===== config.mk =====
export PLATFORM = sky130hd
export DESIGN_NAME = yellow_sprite_fetch
export DESIGN_NICKNAME = d
export VERILOG_FILES = /design/src/rtl/sprite_pkg.sv /design/src/rtl/sprite_anim_ctrl.sv /design/src/rtl/yellow_sprite_fetch.sv
export SDC_FILE = /design/constraint.sdc
export NUM_CORES = 1
export LEC_CHECK = 0
export ABC_AREA = 1
export CORE_MARGIN = 1
export CORE_UTILIZATION = 45
export CTS_CLUSTER_SIZE = 8
export DETAILED_ROUTE_END_ITERATION = 12
export PLACE_DENSITY = 0.72
export SLEW_MARGIN = 20
export SYNTH_ARGS = -nofsm -noshare
export SYNTH_HDL_FRONTEND = slang
export SYNTH_SLANG_ARGS = --single-unit

===== constraint.sdc =====
create_clock -name Clk -period 2.45 [get_ports Clk]
set_clock_uncertainty 0.2 [all_clocks]
set_input_delay 0.3675 -clock Clk [delete_from_list [all_inputs] [get_ports Clk]]
set_output_delay 0.3675 -clock Clk [all_outputs]
set_load 0.1 [all_outputs]

===== src/rtl/sprite_pkg.sv =====
// Shared constants and types for the yellow crewmate sprite fetch path.
package sprite_pkg;

    localparam int unsigned SCREEN_W = 640;
    localparam int unsigned SCREEN_H = 480;
    localparam int unsigned COORD_W  = 10;
    localparam int unsigned PAL_W    = 3;

    localparam logic [PAL_W-1:0] TRANSPARENT_IDX = '0;

    typedef enum logic {
        IDLE = 1'b0,
        WALK = 1'b1
    } anim_state_t;

endpackage


===== src/rtl/sprite_anim_ctrl.sv =====
// Frame-synchronous position latch and walk-cycle animation controller.
module sprite_anim_ctrl
    import sprite_pkg::*;
#(
    parameter int unsigned FRAMES       = 4,
    parameter int unsigned FRAME_PERIOD = 8,
    localparam int unsigned FW          = $clog2(FRAMES),
    localparam int unsigned CW          = $clog2(FRAME_PERIOD)
) (
    input  logic               clk,
    input  logic               rst_n,
    input  logic               i_frame_start,
    input  logic [COORD_W-1:0] i_sprite_x,
    input  logic [COORD_W-1:0] i_sprite_y,
    input  logic               i_facing_left,
    input  logic               i_walking,
    output logic [COORD_W-1:0] o_sx,
    output logic [COORD_W-1:0] o_sy,
    output logic               o_facing,
    output logic               o_valid,
    output logic [FW-1:0]      o_frame
);

    anim_state_t   r_state;
    anim_state_t   w_state_nxt;
    logic [FW-1:0] r_frame;
    logic [FW-1:0] w_frame_nxt;
    logic [CW-1:0] r_cnt;
    logic [CW-1:0] w_cnt_nxt;

    // Shadow copy of position/facing; o_valid marks that a frame has been latched since reset.
    always_ff @(posedge clk or negedge rst_n) begin
        if (!rst_n) begin
            o_sx     <= '0;
            o_sy     <= '0;
            o_facing <= 1'b0;
            o_valid  <= 1'b0;
        end else if (i_frame_start) begin
            o_sx     <= i_sprite_x;
            o_sy     <= i_sprite_y;
            o_facing <= i_facing_left;
            o_valid  <= 1'b1;
        end
    end

    // Animation state, frame index and hold counter.
    always_ff @(posedge clk or negedge rst_n) begin
        if (!rst_n) begin
            r_state <= IDLE;
            r_frame <= '0;
            r_cnt   <= '0;
        end else begin
            r_state <= w_state_nxt;
            r_frame <= w_frame_nxt;
            r_cnt   <= w_cnt_nxt;
        end
    end

    // Next-state logic; only frame_start cycles can move the animation.
    always_comb begin
        w_state_nxt = r_state;
        w_frame_nxt = r_frame;
        w_cnt_nxt   = r_cnt;
        if (i_frame_start) begin
            case (r_state)
                IDLE: begin
                    w_frame_nxt = '0;
                    w_cnt_nxt   = '0;
                    if (i_walking) begin
                        w_state_nxt = WALK;
                    end
                end
                WALK: begin
                    if (!i_walking) begin
                        w_state_nxt = IDLE;
                        w_frame_nxt = '0;
                        w_cnt_nxt   = '0;
                    end else if (r_cnt == CW'(FRAME_PERIOD - 1)) begin
                        w_cnt_nxt   = '0;
                        w_frame_nxt = r_frame + FW'(1);
                    end else begin
                        w_cnt_nxt   = r_cnt + CW'(1);
                    end
                end
                default: begin
                    w_state_nxt = IDLE;
                    w_frame_nxt = '0;
                    w_cnt_nxt   = '0;
                end
            endcase
        end
    end

    assign o_frame = r_frame;

endmodule


===== src/rtl/yellow_sprite_fetch.sv =====
// Per-pixel sprite ROM address generation and palette index pipeline (2-Clk latency).
module yellow_sprite_fetch
    import sprite_pkg::*;
#(
    parameter int unsigned SPRITE_W     = 32,
    parameter int unsigned SPRITE_H     = 32,
    parameter int unsigned FRAMES       = 4,
    parameter int unsigned FRAME_PERIOD = 8,
    parameter int unsigned ADDR_W       = $clog2(SPRITE_W * SPRITE_H * FRAMES)
) (
    input  logic               Clk,
    input  logic               Reset_n,
    input  logic               frame_start,
    input  logic [COORD_W-1:0] DrawX,
    input  logic [COORD_W-1:0] DrawY,
    input  logic [COORD_W-1:0] SpriteX,
    input  logic [COORD_W-1:0] SpriteY,
    input  logic               facing_left,
    input  logic               walking,
    output logic [ADDR_W-1:0]  rom_addr,
    input  logic [PAL_W-1:0]   rom_data,
    output logic [PAL_W-1:0]   select_output,
    output logic               sprite_on
);

    localparam int unsigned XW = $clog2(SPRITE_W);
    localparam int unsigned YW = $clog2(SPRITE_H);
    localparam int unsigned FW = $clog2(FRAMES);
    localparam int unsigned DW = COORD_W + 1;

    logic [COORD_W-1:0] w_sx;
    logic [COORD_W-1:0] w_sy;
    logic               w_facing;
    logic               w_valid;
    logic [FW-1:0]      w_frame;
    logic [DW-1:0]      w_dx;
    logic [DW-1:0]      w_dy;
    logic               w_in_box;
    logic [XW-1:0]      w_col;
    logic [ADDR_W-1:0]  w_addr;
    logic               r_in_box_d;

    sprite_anim_ctrl #(
        .FRAMES       (FRAMES),
        .FRAME_PERIOD (FRAME_PERIOD)
    ) u_anim (
        .clk           (Clk),
        .rst_n         (Reset_n),
        .i_frame_start (frame_start),
        .i_sprite_x    (SpriteX),
        .i_sprite_y    (SpriteY),
        .i_facing_left (facing_left),
        .i_walking     (walking),
        .o_sx          (w_sx),
        .o_sy          (w_sy),
        .o_facing      (w_facing),
        .o_valid       (w_valid),
        .o_frame       (w_frame)
    );

    // Wrap-around offsets: pixels left of / above the sprite become huge and fall outside the box.
    always_comb begin
        w_dx     = {1'b0, DrawX} - {1'b0, w_sx};
        w_dy     = {1'b0, DrawY} - {1'b0, w_sy};
        w_in_box = w_valid && (w_dx < DW'(SPRITE_W)) && (w_dy < DW'(SPRITE_H));
        w_col    = w_facing ? (XW'(SPRITE_W - 1) - w_dx[XW-1:0]) : w_dx[XW-1:0];
        w_addr   = w_in_box ? {w_frame, w_dy[YW-1:0], w_col} : '0;
    end

    // Stage 1: ROM address and in-box flag.
    always_ff @(posedge Clk or negedge Reset_n) begin
        if (!Reset_n) begin
            rom_addr   <= '0;
            r_in_box_d <= 1'b0;
        end else begin
            rom_addr   <= w_addr;
            r_in_box_d <= w_in_box;
        end
    end

    // Stage 2: palette index from ROM, transparent outside the sprite box.
    always_ff @(posedge Clk or negedge Reset_n) begin
        if (!Reset_n) begin
            select_output <= TRANSPARENT_IDX;
            sprite_on     <= 1'b0;
        end else begin
            select_output <= r_in_box_d ? rom_data : TRANSPARENT_IDX;
            sprite_on     <= r_in_box_d && (rom_data != TRANSPARENT_IDX);
        end
    end

endmodule


==> results of run 1 <==
==> layer usage <==
| metal | GRT usage [%] | wire, um | vias to the layer above |
|---|---|---|---|
| li1 | - | - | 1386 |
| met1 | 25.9 | 3070 | 1210 |
| met2 | 33.1 | 3120 | 62 |
| met3 | 3.68 | 281 | 7 |
| met4 | 4.86 | 65 | 0 |
| met5 | 0 | 0 | - |
==> layout make-up <==
cell class	instances	share of cell area [%]
multi-input cells	260	39.7
flip-flops and latches	45	27.7
repair buffers	95	21.2
inverters	74	6.90
well taps	77	2.37
clock buffers	6	1.79
clock inverters	2	0.370
==> synthesized netlist by cell type <==
cell type  number
nand3_2         2
clkinv_1        1
a21o_1          1
nor2_1         14
nand2_1       114
clkbuf_1        6
nand3_4         1
nor4_1          1
a21oi_1         9
nor3_2          9
fa_1            2
a31oi_1         1
ha_1           22
nand3b_1        1
nor3_1          3
buf_6           2
a22o_1          2
xnor2_1         9
dfrtp_1        45
or2_2           1
o21ai_0        20
inv_2           3
nand4_2         1
o21bai_1        1
nor2_4          2
nand3_1        21
nand4_1         4
nor2_2          4
xor2_1          2
nand2_2        12
inv_1          70
==> how the worst min path moves through the flow <==
stage / from / to / cells past startpoint
after global placement: Reset_n / u_anim.o_sy[5] / 2
final: DrawY[0] / rom_addr[5] / 4
after floorplan: Reset_n / r_in_box_d / 0
after CTS: u_anim.o_sx[0] / u_anim.o_sx[0] / 2
after global routing: DrawY[0] / rom_addr[5] / 4
after detailed placement: Reset_n / u_anim.o_sy[5] / 2
==> what timing repair did <==
item,in CTS,in global routing
cloned,0,1
pin swaps,0,9
setup buffers,0,3
hold endpoints to repair,45,0
setup endpoints to repair,1,13
gates resized for setup,1,23
hold buffers,1,0
==> flip-flops by register name, indices dropped and copies added, names as in the netlist <==
signal and flops:
rom_addr 12, u_anim.o_valid 1, u_anim.r_cnt 3, u_anim.o_facing 1
select_output 3, r_in_box_d 1, u_anim.r_state 1, sprite_on 1
u_anim.o_sx 10, u_anim.o_frame 2, u_anim.o_sy 10
==> power by group through the flow <==
stage / Sequential [mW] / Clock [mW] / Combinational (mW)
after floorplan: 0.806 / 0 / 0.454
after global placement: 0.809 / 0 / 0.703
after detailed placement: 0.810 / 0 / 0.713
after CTS: 0.795 / 0.482 / 0.723
after global routing: 0.800 / 0.513 / 0.870
final: 0.795 / 0.471 / 0.776
==> worst max-delay path: stages <==
cell and delay, ns:
clkdlybuf4s50_1 0.39, inv_1 0.06, ha_1 0.15, inv_2 0.05, fa_2 0.41, nand3_2 0.09
nand3_2 0.10, nand2_2 0.09, nand2_1 0.05, nand2_1 0.07, nand2_2 0.06, nor2_4 0.14
nand3_4 0.17, nor3_2 0.19
==> through the flow <==
stage	TNS, ns	cell area [um2]
after CTS	0	3930
after detailed placement	-3.59	3820
after floorplan	0	2950
final	0	4060
after global routing	-0.142	4060
after global placement	-2.61	3820
==> cells in the final DEF, fill, tap and decap left out, drive strengths merged <==
cell           instances
xor2                   2
o21bai                 1
nor3                  12
clkinv                 1
or2                    1
nand3                 25
o21ai                 20
a31oi                  1
clkinvlp               2
inv                   73
fa                     2
a21o                   1
nor4                   1
dlygate4sd3            1
dfrtp                 45
clkdlybuf4s50         45
clkbuf                 6
a22o                   2
buf                   48
ha                    22
dlymetal6s2s           1
nand3b                 1
nand4                  5
xnor2                  9
a21oi                  9
nand2                126
nor2                  20
==> logic make-up (layout without fill, tap and decap cells) <==
kind of cell,count (synthesis),count (layout),share of synthesized area (%)
flops,45,45,38.1
simple gates,190,191,30.8
fa+ha+maj,24,24,10.7
xor+xnor,11,11,3.26
buf+inv,82,177,10.9
compound gates,34,34,6.23
==> impl_results.md, run 1 <==
* Status: finished, final reports clean
* Share of the synthesized area in the top cell type at between 30% and 40%
* Synth Instances at about 390
* Yosys warning count at 0
* Core area at between 6000 and 7000 um2
* Tot Pwr at 2.04 mW
* R2R Setup Slk at 0.17 ns
* Worst min path class: primary input to register
* Crit. Startpoint: DrawX[0]
* Largest net degree at the start of global routing at 46
* GP Congestion at 0.905
* Mean Syn Cell Area at 7.65 um2
* Reg area at 1130 um2
* Fmax at 423 MHz
* Total track usage at 19.6%
* Cts bufs inserted at 5
* Worst EP required at 2.47 ns
* Antenna violations before repair at 0
* Switching share of power at 34.7%
* Worst-path fanout max at 7
* GR Overflow Total at 0
* Syn nets at 458
* I/O Buffers at 63
* Period minus WS final at 2.36 ns
* Cell Rows at 29
* Area leader, netlist: dfrtp_1
* FF-to-FF path depth at 13
* Fin util at between 60% and 70%
* Max cap viols at 0
* Sequential Power Share at between 30% and 40%
* Initial Util at 46.5%
* Slew headroom at 81.0%
* Vias in the first global route at roughly 2,600
* Worst setup margin at 0.0865 ns
* First-pass GRT wire length at between 10 and 15 mm
* Worst skew pair latency at 0.30 ns
* Routed Antenna Nets at 0
* Residual DRC at 0
* Root buf cell: clkbuf_8
* Critical path data arrival time at 2.39 ns
* Die X at 83.0 um
* Final setup violation count at 0
* Vias at 2,665
* FF-to-FF Start: u_anim.o_sy[0]
* Die ar. at 6890 um2
* Synth top area cells: dfrtp_1 (38%), nand2_1 (14%), ha_1 (9.3%), inv_1 (8.9%), nand3_1 (3.6%)
* CTS tree: built
* Clock Sinks at 45
* Synth Register Bits at 45
* Synth Cell Area at roughly 3000 um2
* Synth unique cells at 31
* Final #Nets at 553
* Critical R2R Capture: rom_addr[1]
* # fillers at 550
* Finished Layout Cells at 559
* Gate power share at between 30% and 40%
* Ant. Diodes at 0
* DP Wirelength at 4.85 mm
* DRT Pass-1 Iters at 4
* Critical path class: primary input to register
* Measured slew at the worst slew-check pin at about 0.28 ns
* DP Cell Count at 546
* WL final at approximately 6.5 mm
* Die Ht at 83.0 um
* CP startpoint kind: primary input
* Power Density at ~500 nW/um2
* Crit share post-route at 96.5%
* Area of the multi-input gates at between 1500 and 2000 um2
* Layout cells sized above 1 at 22.6%
* Hold_ws at 0.275 ns
* Max clock buf depth at 2
* VDD IR max at roughly 0.32 mV
* Initial DRC count at 170
* Leakage at 2.16 nW
* Area grow syn2layout at 37.6%
* Clock power frac at 23.1%
* H-tree levels at 2
* Final hold vios at 0
* Worst Setup End Kind: register
* I/O pin cnt at 64
* Psw at 0.709 mW
* CP endpoint: rom_addr[6]
* Final Max Slew Viols at 0
* Int Pwr at 1.33 mW
* Place WS at -0.307 ns
* Vias/cell at approximately 4.8
* Clk slew on worst S/H paths at 0.09 ns
* DR WL/cell at roughly 12 um
* Seq/Total Area, Yosys at 38.1%
No activity file was read; power rests on OpenSTA's default activity.
==> run 2: changes to the inputs <==
- PLACE_DENSITY: 0.72 -> 0.75
- clock period: 2.45 -> 2.17 ns (I/O delays scaled with it)
==> run 2 against run 1 <==
Compared with the run above:
- the run now ends with negative setup slack left
- sequential share of layout area fell by 0.86 points
- combinational power is 22% higher
- die area stayed put
- routed wire length rose by 3.6%
- first-iteration DRC count decreased by 34%
- critical path depth shrank 1
- largest power group is now combinational logic
- highest routed layer unchanged
==> impl_results.md, run 2 (synthesized netlist as in run 1, its figures left out) <==
* Status: complete, but fails checks (was finished, final reports clean)
* Failing checks: negative setup slack
* I/O pin cnt at 64 (unchanged)
* Cell Rows at 29 (unchanged)
* Critical path buffers and inverters at 2 (was 3)
* Clock Sinks at 45 (unchanged)
* Die Ht at 83.0 um (unchanged)
* Critical path data arrival time at 2.29 ns (was 2.39 ns)
* Final setup violation count at 13 (was 0)
* Max FFs per register at 12 (unchanged)
* Fmax at 440 MHz
* Residual DRC at 0 (unchanged)
* Final hold vios at 0 (unchanged)
* Vias in the first global route at 2,686 (was 2,558)
* Total track usage at 20.7% (was 19.6%)
* Period minus WS final at 2.27 ns
* Worst setup margin at -0.105 ns (was 0.0865 ns)
* Tot Pwr at 2.37 mW (was 2.04 mW)
* Routing usage on met2 at 37.5% (was 33.1%)
* Worst skew pair latency at 0.30 ns (about the same)
* Most common cell after layout, fill and taps aside: nand2_1 (unchanged)
* Root buf cell: clkbuf_8 (unchanged)
* Finished Layout Cells at 566 (was 559)
* Top Usage Layer GRT: met2 (unchanged)
* Ant. Diodes at 0 (unchanged)
* GP Congestion at 0.876 (was 0.905)
* RSZ-0062 raised after global routing: yes
* Core area at 6350 um2 (unchanged)
* Vias/cell at 4.77 (about the same)
* Power Density at 566 nW/um2 (was 502 nW/um2)
* Area after DPL at 3820 um2 (about the same)
* Critical Path Most Common Cell: nand2_1
* DP Cell Count at 547 (was 546)
* Critical-path cell list: clkdlybuf4s50_1, ha_1, nand2_1, nor2_2, nand2_4, nand3_2, nand2_1, nand2_1, nand2_1, nor2_2, nand3_2, buf_12, nor3_4 (was clkdlybuf4s50_1, inv_1, ha_1, inv_2, fa_2, nand3_2, nand3_2, nand2_2, nand2_1, nand2_1, nand2_2, nor2_4, nand3_4, nor3_2)
* I/O Buffers at 63 (unchanged)
* DRT Pass-1 Iters at 4 (unchanged)
* Antenna violations before repair at 0 (unchanged)
* VDD IR max at 0.282 mV (was 0.315 mV)
* Die X at 83.0 um (unchanged)
* Met1 global-route usage at 26.1% (was 25.9%)
* Leakage at 2.25 nW (was 2.16 nW)
* Critical path class: primary input to register (unchanged)
* Initial DRC count at 113 (was 170)
* Most frequent cells in the layout: nand2_1 (107), inv_1 (67), buf_4 (50), dfrtp_1 (45), clkdlybuf4s50_1 (44) (was nand2_1 (111), inv_1 (68), clkdlybuf4s50_1 (45), dfrtp_1 (45), buf_4 (44))
* Worst-path fanout max at 8 (was 7)
* Worst min path class: register to register (was primary input to register)
* Cts bufs inserted at 5 (unchanged)
* H-tree levels at 2 (unchanged)
* First-pass GRT wire length at 11.7 mm (was 11.1 mm)
* Measured slew at the worst slew-check pin at 0.577 ns (was 0.282 ns)
* Kind of cell adding the most delay to the critical path: simple AND/OR/NAND/NOR gates (unchanged)
* Worst EP required at 2.19 ns (was 2.47 ns)
* Critical path's slowest cell: clkdlybuf4s50_1 (was fa_2)
* Max cap viols at 0 (unchanged)
* Routing usage on met3 at 3.38% (was 3.68%)
* Die ar. at 6890 um2 (unchanged)
* Area grow syn2layout at 42.0% (was 37.6%)
* Slew headroom at 61.5% (was 81.0%)
* CTS tree: built (unchanged)
* Final Max Slew Viols at 0 (unchanged)
* Routed Antenna Nets at 0 (unchanged)
* Vias at 2,701 (was 2,665)
* Initial Util at 46.5% (unchanged)
* Max incr delay on CP at 0.40 ns (was 0.41 ns)
* Largest net degree at the start of global routing at 46 (unchanged)
* WL final at 6.77 mm (was 6.54 mm)
* Post-route cell area at 4190 um2 (was 4060 um2)
* CP startpoint kind: primary input (unchanged)
* Clk slew on worst S/H paths at 0.08 ns (was 0.09 ns)
* Layout cells sized above 1 at 26.2% (was 22.6%)
* Worst Setup End Kind: register (unchanged)
* Largest reg by FF count: rom_addr (unchanged)
* GR Overflow Total at 0 (unchanged)
* DR WL/cell at 12.0 um (was 11.7 um)
* Crit share post-route at 105%
* Final #Nets at 560 (was 553)
* DP Wirelength at 4.94 mm (was 4.85 mm)
* Max clock buf depth at 2 (unchanged)
* Biggest regs: rom_addr x12, u_anim.o_sx x10, u_anim.o_sy x10 (unchanged)
## run 2: changes by cell type in the layout (fill, tap and decap cells not counted), moves of 2 or more
cell,change
buf_4,+6
buf_6,+2
dlygate4sd2_1,+2
ha_1,-4
ha_2,+3
nand2_1,-4
nand2_4,+3
nor3_2,-5
nor3_4,+5
## run 2: area by class of cell
| class | count | area (um2) |
|---|---|---|
| inverters | 74 | 280 |
| clock buffers | 6 | 72.6 |
| clock inverters | 2 | 15.0 |
| well taps | 77 | 96.3 |
| fillers | 524 | 2160 |
| multi-input cells | 260 | 1700 |
| repair buffers | 102 | 902 |
| flip-flops and latches | 45 | 1130 |
## run 2: power by group
part	switching (mW)	internal [mW]
Sequential	0.0186	0.879
Clock	0.303	0.227
Combinational	0.519	0.427
## run 2: what timing repair did
action / in CTS / in global routing
gates resized for setup: 24 / 25
cloned: 1 / 0
setup buffers: 6 / 3
hold buffers: 1 / 0
endpoints found under the hold margin: 45 / 0
endpoints found under the setup margin: 13 / 13
pin swaps: 22 / 19
## run 2: path summary, 6_finish.rpt
check | from | end | slack, ns | depth (start not counted)
worst max-delay path | DrawX[5] | rom_addr[4] | -0.10 | 13
worst min-delay path | u_anim.o_valid | u_anim.o_valid | 0.28 | 1
max in group asynchronous | Reset_n | u_anim.o_sx[8] | 0.94 | 3
min in group asynchronous | Reset_n | u_anim.r_cnt[1] | 0.43 | 3
worst max register to register | u_anim.o_sx[0] | rom_addr[8] | -0.09 | 11
worst min register to register | u_anim.o_valid | u_anim.o_valid | 0.28 | 1
## run 2: routing by layer
metal,share of wire (%),routed length (um)
met1,44,2990
met2,51,3450
met3,3.9,261
met4,1.1,72
met5,0,0
## run 2: through the flow
stage,hold WS [ns],utilization (%),worst slack (ns),TNS (ns)
final,0.283,66.0,-0.105,-0.870
after CTS,0.295,63.8,-0.0617,-0.487
after detailed placement,0.252,60.2,-0.581,-7.11
after global placement,0.242,60.2,-0.468,-5.82
after global routing,0.308,66.0,-0.212,-2.38
after floorplan,-0.170,-,0.0455,0
## run 2: worst register-to-register path, stage by stage, from the launching register on
cell and delay [ns]:
dfrtp_1 0.37, ha_2 0.18, inv_2 0.04, fa_2 0.38, buf_6 0.14, nand2_4 0.06, nand3_2 0.07, nand2_1 0.08
nand2_2 0.07, nor2_4 0.17, nand3_4 0.21, nor3_4 0.21
